`config.mk`:
```
export PLATFORM = sky130hd
export DESIGN_NAME = wb_regfile
export DESIGN_NICKNAME = d
export VERILOG_FILES = /design/src/rtl/wb_regfile_pkg.sv /design/src/rtl/wb_data_sel.sv /design/src/rtl/wb_regfile.sv
export SDC_FILE = /design/constraint.sdc
export NUM_CORES = 2
export LEC_CHECK = 0
export CAP_MARGIN = 20
export CELL_PAD_IN_SITES_DETAIL_PLACEMENT = 1
export CELL_PAD_IN_SITES_GLOBAL_PLACEMENT = 1
export CORE_MARGIN = 5
export CORE_UTILIZATION = 28
export DETAILED_ROUTE_END_ITERATION = 6
export GPL_TIMING_DRIVEN = 0
export PLACE_DENSITY_LB_ADDON = 0.2
export SLEW_MARGIN = 25
export SYNTH_ARGS = -nofsm -noshare
export SYNTH_HDL_FRONTEND = slang
export SYNTH_SLANG_ARGS = --single-unit
```
`constraint.sdc`:
```
create_clock -name Clk -period 6.8 [get_ports Clk]
set_input_delay 1.36 -clock Clk [delete_from_list [all_inputs] [get_ports Clk]]
set_output_delay 1.36 -clock Clk [all_outputs]
set_load 0.005 [all_outputs]
```
`src/rtl/wb_regfile_pkg.sv`:
```
// Shared constants for the write-back stage: datapath widths and MemToReg encodings.
// Imported by wb_data_sel, wb_regfile and the forwarding unit.
package wb_regfile_pkg;

  localparam int DATA_W   = 32;
  localparam int ADDR_W   = 5;
  localparam int NUM_REGS = 2 ** ADDR_W;

  localparam logic [ADDR_W-1:0] REG_ZERO = 5'd0;

  localparam logic [1:0] MTR_ALU  = 2'b00;
  localparam logic [1:0] MTR_MEM  = 2'b01;
  localparam logic [1:0] MTR_LINK = 2'b10;

endpackage

```
`src/rtl/wb_data_sel.sv`:
```
// Write-back source mux with halfword sign-extension; also used by the forwarding unit.
// Latency: combinational. Backpressure: none, pure function of its inputs.
module wb_data_sel
  import wb_regfile_pkg::*;
(
  input  logic [1:0]        mem_to_reg,
  input  logic              halfbyte,
  input  logic [DATA_W-1:0] pc_add_result,
  input  logic [DATA_W-1:0] read_data,
  input  logic [DATA_W-1:0] alu_result,
  output logic [DATA_W-1:0] write_data
);

  always_comb begin
    write_data = alu_result;
    case (mem_to_reg)
      MTR_MEM:  write_data = halfbyte ? {{(DATA_W-16){read_data[15]}}, read_data[15:0]}
                                      : read_data;
      MTR_LINK: write_data = pc_add_result;
      // 2'b11 is reserved and falls through to the ALU result
      default:  write_data = alu_result;
    endcase
  end

endmodule

```
`src/rtl/wb_regfile.sv`:
```
// 32-entry register file committing the MEM/WB write-back value; two async read ports.
// Latency: write visible one edge later (same cycle when WB_BYPASS_EN is defined). No backpressure.
module wb_regfile
  import wb_regfile_pkg::*;
(
  input  logic              Clk,
  input  logic              Reset,
  input  logic              WB_RegWrite,
  input  logic [1:0]        WB_MemToReg,
  input  logic              WB_halfbyte,
  input  logic [DATA_W-1:0] WB_PCAddResult,
  input  logic [DATA_W-1:0] WB_Read,
  input  logic [DATA_W-1:0] WB_ALUResult,
  input  logic [DATA_W-1:0] WB_RegDst,
  input  logic [ADDR_W-1:0] ReadRegister1,
  input  logic [ADDR_W-1:0] ReadRegister2,
  output logic [DATA_W-1:0] ReadData1,
  output logic [DATA_W-1:0] ReadData2,
  output logic [DATA_W-1:0] WB_WriteData
);

  logic [DATA_W-1:0] regs [NUM_REGS];
  logic [ADDR_W-1:0] wr_idx;
  logic              wr_en;
  logic              unused_dst_hi;

  assign wr_idx        = WB_RegDst[ADDR_W-1:0];
  assign unused_dst_hi = ^WB_RegDst[DATA_W-1:ADDR_W];
  assign wr_en         = WB_RegWrite && (wr_idx != REG_ZERO);

  wb_data_sel u_data_sel (
    .mem_to_reg    (WB_MemToReg),
    .halfbyte      (WB_halfbyte),
    .pc_add_result (WB_PCAddResult),
    .read_data     (WB_Read),
    .alu_result    (WB_ALUResult),
    .write_data    (WB_WriteData)
  );

  // Only the addressed entry is enabled, so an unknown write enable cannot touch other rows.
  always_ff @(posedge Clk) begin
    if (Reset) begin
      for (int i = 0; i < NUM_REGS; i++) regs[i] <= '0;
    end else if (wr_en) begin
      regs[wr_idx] <= WB_WriteData;
    end
  end

`ifdef WB_BYPASS_EN
  logic byp_en;
  assign byp_en = wr_en && !Reset;
`endif

  // Index 0 is forced last so it reads zero even when a bypass would match.
  always_comb begin
    ReadData1 = regs[ReadRegister1];
    ReadData2 = regs[ReadRegister2];
`ifdef WB_BYPASS_EN
    if (byp_en && (ReadRegister1 == wr_idx)) ReadData1 = WB_WriteData;
    if (byp_en && (ReadRegister2 == wr_idx)) ReadData2 = WB_WriteData;
`endif
    if (ReadRegister1 == REG_ZERO) ReadData1 = '0;
    if (ReadRegister2 == REG_ZERO) ReadData2 = '0;
  end

endmodule
```
; ---- After elaboration in Yosys (flattened, before gate mapping)
; Memory sizes are Yosys's and may differ from the RTL's.
; Cells that the tools add are included.
[classes]
n_lt_le_gt_ge = 0
mul = 0
eq_ne = 2
addsub = 0
bitwise = 0
n_shift = 0
n_div = 0
mux = 12
reduce_logical = 5
[ops]
columns = op, n
row1 = 32-bit 2-to-1 mux, 4
row2 = 32-bit case mux with 2 select lines, 1
row3 = 32-bit OR reduction, 1
row4 = 5-bit zero test, 2
row5 = 1-bit 2-to-1 mux, 6
row6 = 5-bit 2-to-1 mux, 1
row7 = 5-bit nonzero test, 1
row8 = 2-bit by 1-bit == test with 1-bit output (second input constant), 1
row9 = 2-bit == test (second input constant), 1
row10 = 1-bit logical AND, 1
[totals]
register_bits = 0
n_memories = 1
input_bits = 144
romBits = 0
ram_bits = 1024
latch_bits = 0
word_cells = 20
out_inout_bits = 96
[memory_table]
columns = memory, words, width, rd, rd_clocked_by_memory_dff, wr, line_no
row1 = regs, 32, 32, 2, 0, 32, wb_regfile.sv:22  ; logic [DATA_W-1:0] regs [NUM_REGS];

; ---- Logic depth before layout (Yosys ltp)
[depth]
depth_word = 7
depth_mapped = 8
depth_no_buf = 5

; ---- Cells and area by module
; A second synthesis with hierarchy kept.
[unflattened]
hier_cells = 3637
hier_area_um2 = 55187.9
[modules_own_cells]
columns = module, area_each_um2, instances, cells_per_inst
row1 = wb_regfile, 54232.0, 1, 3502
row2 = wb_data_sel, 955.9, 1, 135

; ---- Worst setup path after synthesis
; OpenSTA, ideal clock, no wires.
[synth_timing]
path_type = input to output
start = input WB_MemToReg[0]
end = output WB_WriteData[0]
n_path_buf = 3
path_slack_ns = 2.664
stages = 8
arrival_time_ns = 2.776
cell_sequence = inv_1 > ha_1 > clkbuf_1 > clkbuf_1 > a221o_1 > o21ai_1 > clkbuf_1 > inv_1
[synth_between]
elab_chain_len = 2
elab_cells_between_ends = 3
cone_classes = eq/ne (2) / mux (1)
[synth_rtl]
columns = item, line_no
row1 = from (decl), wb_regfile.sv:9  ; input logic [1:0] WB_MemToReg,
row2 = 2-bit == test / 2-bit by 1-bit == test with 1-bit output (equally long branches), wb_data_sel.sv:16  ; case (mem_to_reg)
row3 = 32-bit case mux with 2 select lines (*), wb_data_sel.sv:16
row4 = to (decl), wb_regfile.sv:19  ; output logic [DATA_W-1:0] WB_WriteData
; Mark *: on every way between the ends. The rest lies on a longest branch, timed or not.

; ---- Worst setup path after layout
[layout_timing]
start = input ReadRegister2[0]
end = output ReadData2[28]
[layout_between]
elab_chain_len = 2
elab_cells_between_ends = 3
cone_classes = mux (1) / reduce/logical (1) / memory (1)
[layout_rtl]
columns = item, line_no
row1 = from (decl), wb_regfile.sv:16  ; input logic [ADDR_W-1:0] ReadRegister2,
row2 = memory read 32 x 32 bit / 5-bit zero test (equally long branches), n/a
row3 = 32-bit 2-to-1 mux (*), wb_regfile.sv:63  ; if (ReadRegister2 == REG_ZERO) ReadData2 = '0;
row4 = to (decl), wb_regfile.sv:18  ; output logic [DATA_W-1:0] ReadData2,
; Marked as above.

==> impl_metrics.ini <==
[critical_path]
cpMostUsedCell = buf_4
slowest_stage = a311oi_1
critPathLaunchType = primary input
crit_chain = buf_4 > inv_2 > buf_6 > buf_4 > clkbuf_1 > o2111ai_1 > a311oi_1 > clkdlybuf4s50_1
crit_arrival_ps = 5330
required_ps = 5440
endpoint_kind = primary output
max_stage_delay_ps = 910
path_class = primary input to primary output
cp_max_fo = 10

[logic_synthesis]
synth_flop_cell = edfxtp_1
ys_ff_latch = 1024
synth_edf_count = 1024
ys_top_cells_by_area = edfxtp_1 (57%), mux4_2 (17%), nor2_1 (7.0%)
avgSynthCellArea_sq_um = 14.3
syn_area_sq_mm = 0.0537
yosys_warnings = 0
synth_area_leader_cell = edfxtp_1
async_flop_share_pct = 0
synthCells = 3749
synth_top_area_share_pct = 57.3
synth_cell_types = 45
ys_seq_area_share_pct = 57.3

[die]
dieWidth_microns = 448
fp.dieH_microns = 448
ios = 240
die_area_sq_mm = 0.201
start_util_pct = 28.2
core_area_sq_mm = 0.190
rows = 160

[detailed_routing]
wl_microns = 255000
drt-initial-drc-count = 5042
detail-route-antenna-nets = 0
avgRoutedWirePerCell_microns = 37.9
num_vias = 38322
first_pass_iters = 6
via_per_inst = 5.69
drcViolationCount = 0

[clocking]
cts_buffers = 119
clkTransAtPathRegs_ps = 60
holdBufCountCts = 0
clock_path_buffers = 3
cts_sinks = 1024
cts_tree = yes
htreeDepth = 3
cts_root_buf = clkbuf_16

[global_route]
antenna_found_initial = 9
grt_pass1_wl_microns = 338000
grt_max_degree = 33
grt_pass1_vias = 38500
grt_usage_pct = 24.9
overflow = 0

[power]
pwr-share-seq_pct = 45.3
power.share.clock_pct = 38.0
power.density_mw_per_mm2 = 260
peakVddDrop_mv = 0.208
switching_share_pct = 28.4
p_leak_nw = 21.6
power_frac_comb_pct = 16.7
p_int_w = 0.0118
p_switching_w = 0.00469

[timing]
max-slew-margin-rel_pct = 18.7
rsz0062_at_grt = false
layout_min_cycle_time_ps = 6690
max_freq_mhz = 149
hold_violations = 0
hold-worst-slack_ps = 1410
worstMarginPinSlew_ps = 1220
period_share_pct = 98.4
timing.final.setup_violations = 0
finalMaxSlewViolations = 0

[placement]
gp_congestion = 0.880
dp_hpwl_microns = 184000
place_area_sq_mm = 0.0598
io_buffers = 203

[finish]
reg_top3 = regs x1024
largest_register_ffs = 1024
layout.nets = 4272
largest_register = regs
drive_gt1_share_pct = 23.5
fin_area_sq_mm = 0.0634
syn_to_final_growth_pct = 18.2

[worst_hold_path]
min_from = WB_ALUResult[24]
hold-path-endpoint = regs[4][24]$_SDFFCE_PN0P_
min_path_cells = 3
hold_class = primary input to register

[run]
maxCapViolations = 0

[status]
status = complete, no violations
==> Yosys cell counts (27+ instances only) <==
cell and instances:
mux4_1 32, nor2b_1 66, a221oi_1 46, o21ai_1 100, o21ai_0 27, nand2_1 66, edfxtp_1 1024, a311oi_1 64
mux2i_1 128, clkbuf_1 204, nand2b_1 33, nor2_1 996, a211oi_1 64, mux4_2 414, buf_2 93, a221o_1 32
mux2_2 79, inv_1 27, buf_6 63, buf_4 51, a22oi_1 64
==> critical path: cells and delay by family <==
family          cells  cell delay [ps]
compound gates      2             1340
buf+inv             6             2590
==> layer usage <==
metal,vias up,global-route usage (%),wire [microns]
met4,2,10.2,12600
met3,375,3.52,17600
li1,15248,-,-
met5,-,0,13
met1,20821,34.1,106000
met2,1876,39.8,119000
==> layout by cell type, fill, tap and decap left out, drive strengths merged, types with 47 or more instances in the layout <==
cell type	count
a211oi	64
a221oi	47
a22oi	64
a311oi	64
buf	231
clkbuf	356
clkdlybuf4s50	203
clkinv	51
edfxtp	1024
mux2	80
mux2i	128
mux4	448
nand2	66
nor2	999
nor2b	68
o21ai	143
==> what timing repair did <==
action / CTS / global route
resized for setup: 6 / 9
pin swaps: 0 / 0
setup buffers: 0 / 0
setup endpoints to repair: 15 / 9
==> power by group through the flow <==
| stage | Sequential [W] | Clock, W | Combinational [W] |
|---|---|---|---|
| finish | 0.00747 | 0.00626 | 0.00275 |
| global placement | 0.00760 | 0 | 0.00268 |
| global route | 0.00751 | 0.00656 | 0.00282 |
| floorplan | 0.00753 | 0 | 0.00140 |
| CTS | 0.00747 | 0.00630 | 0.00276 |
| detailed placement | 0.00760 | 0 | 0.00275 |
==> layout make-up <==
type / instances / area [sq um]
fill: 19942 / 127000
clock buffer: 151 / 3160
buffer: 415 / 2410
inverter: 37 / 139
sequential: 1024 / 30700
multi-input combinational: 2304 / 20900
tap: 2511 / 3140
clock inverter: 61 / 443
antenna: 2 / 5.00
timing repair buffer: 225 / 2490
==> how the worst max path moves through the flow <==
stage / endpoint / from / slack [ps]
after floorplan: WB_WriteData[0] / WB_MemToReg[0] / 2660
after global placement: ReadData1[13] / ReadRegister1[3] / -750
after detailed placement: ReadData1[26] / ReadRegister1[3] / -410
after CTS: ReadData1[14] / ReadRegister1[3] / 30
after global routing: ReadData2[13] / ReadRegister2[3] / 90
final: ReadData2[28] / ReadRegister2[0] / 110
==> cells by family after synthesis <==
group / count (synthesis) / share of synthesized area, %
AND/OR/NAND/NOR: 1183 / 8.93
other: 1 / 0.00699
multiplexers: 656 / 23.1
flip-flops: 1024 / 57.3
AO/OA/AOI/OAI: 431 / 5.93
buffers and inverters: 452 / 4.70
adder cells (fa/ha/maj): 2 / 0.0466
==> through the flow <==
step           worst slack, ps  instances  util (%)  total power, W  TNS, ps
6_report                   108       6730      33.3          0.0165        0
5_1_grt                   94.6       6729      33.3          0.0169        0
4_1_cts                   28.4       6728      33.3          0.0165        0
3_5_place_dp              -413       6516      31.4          0.0103    -1660
3_3_place_gp              -754       6494      31.0          0.0103    -7780
2_1_floorplan             2660       3780         -         0.00892        0
Power figures use the tool's default switching activity.
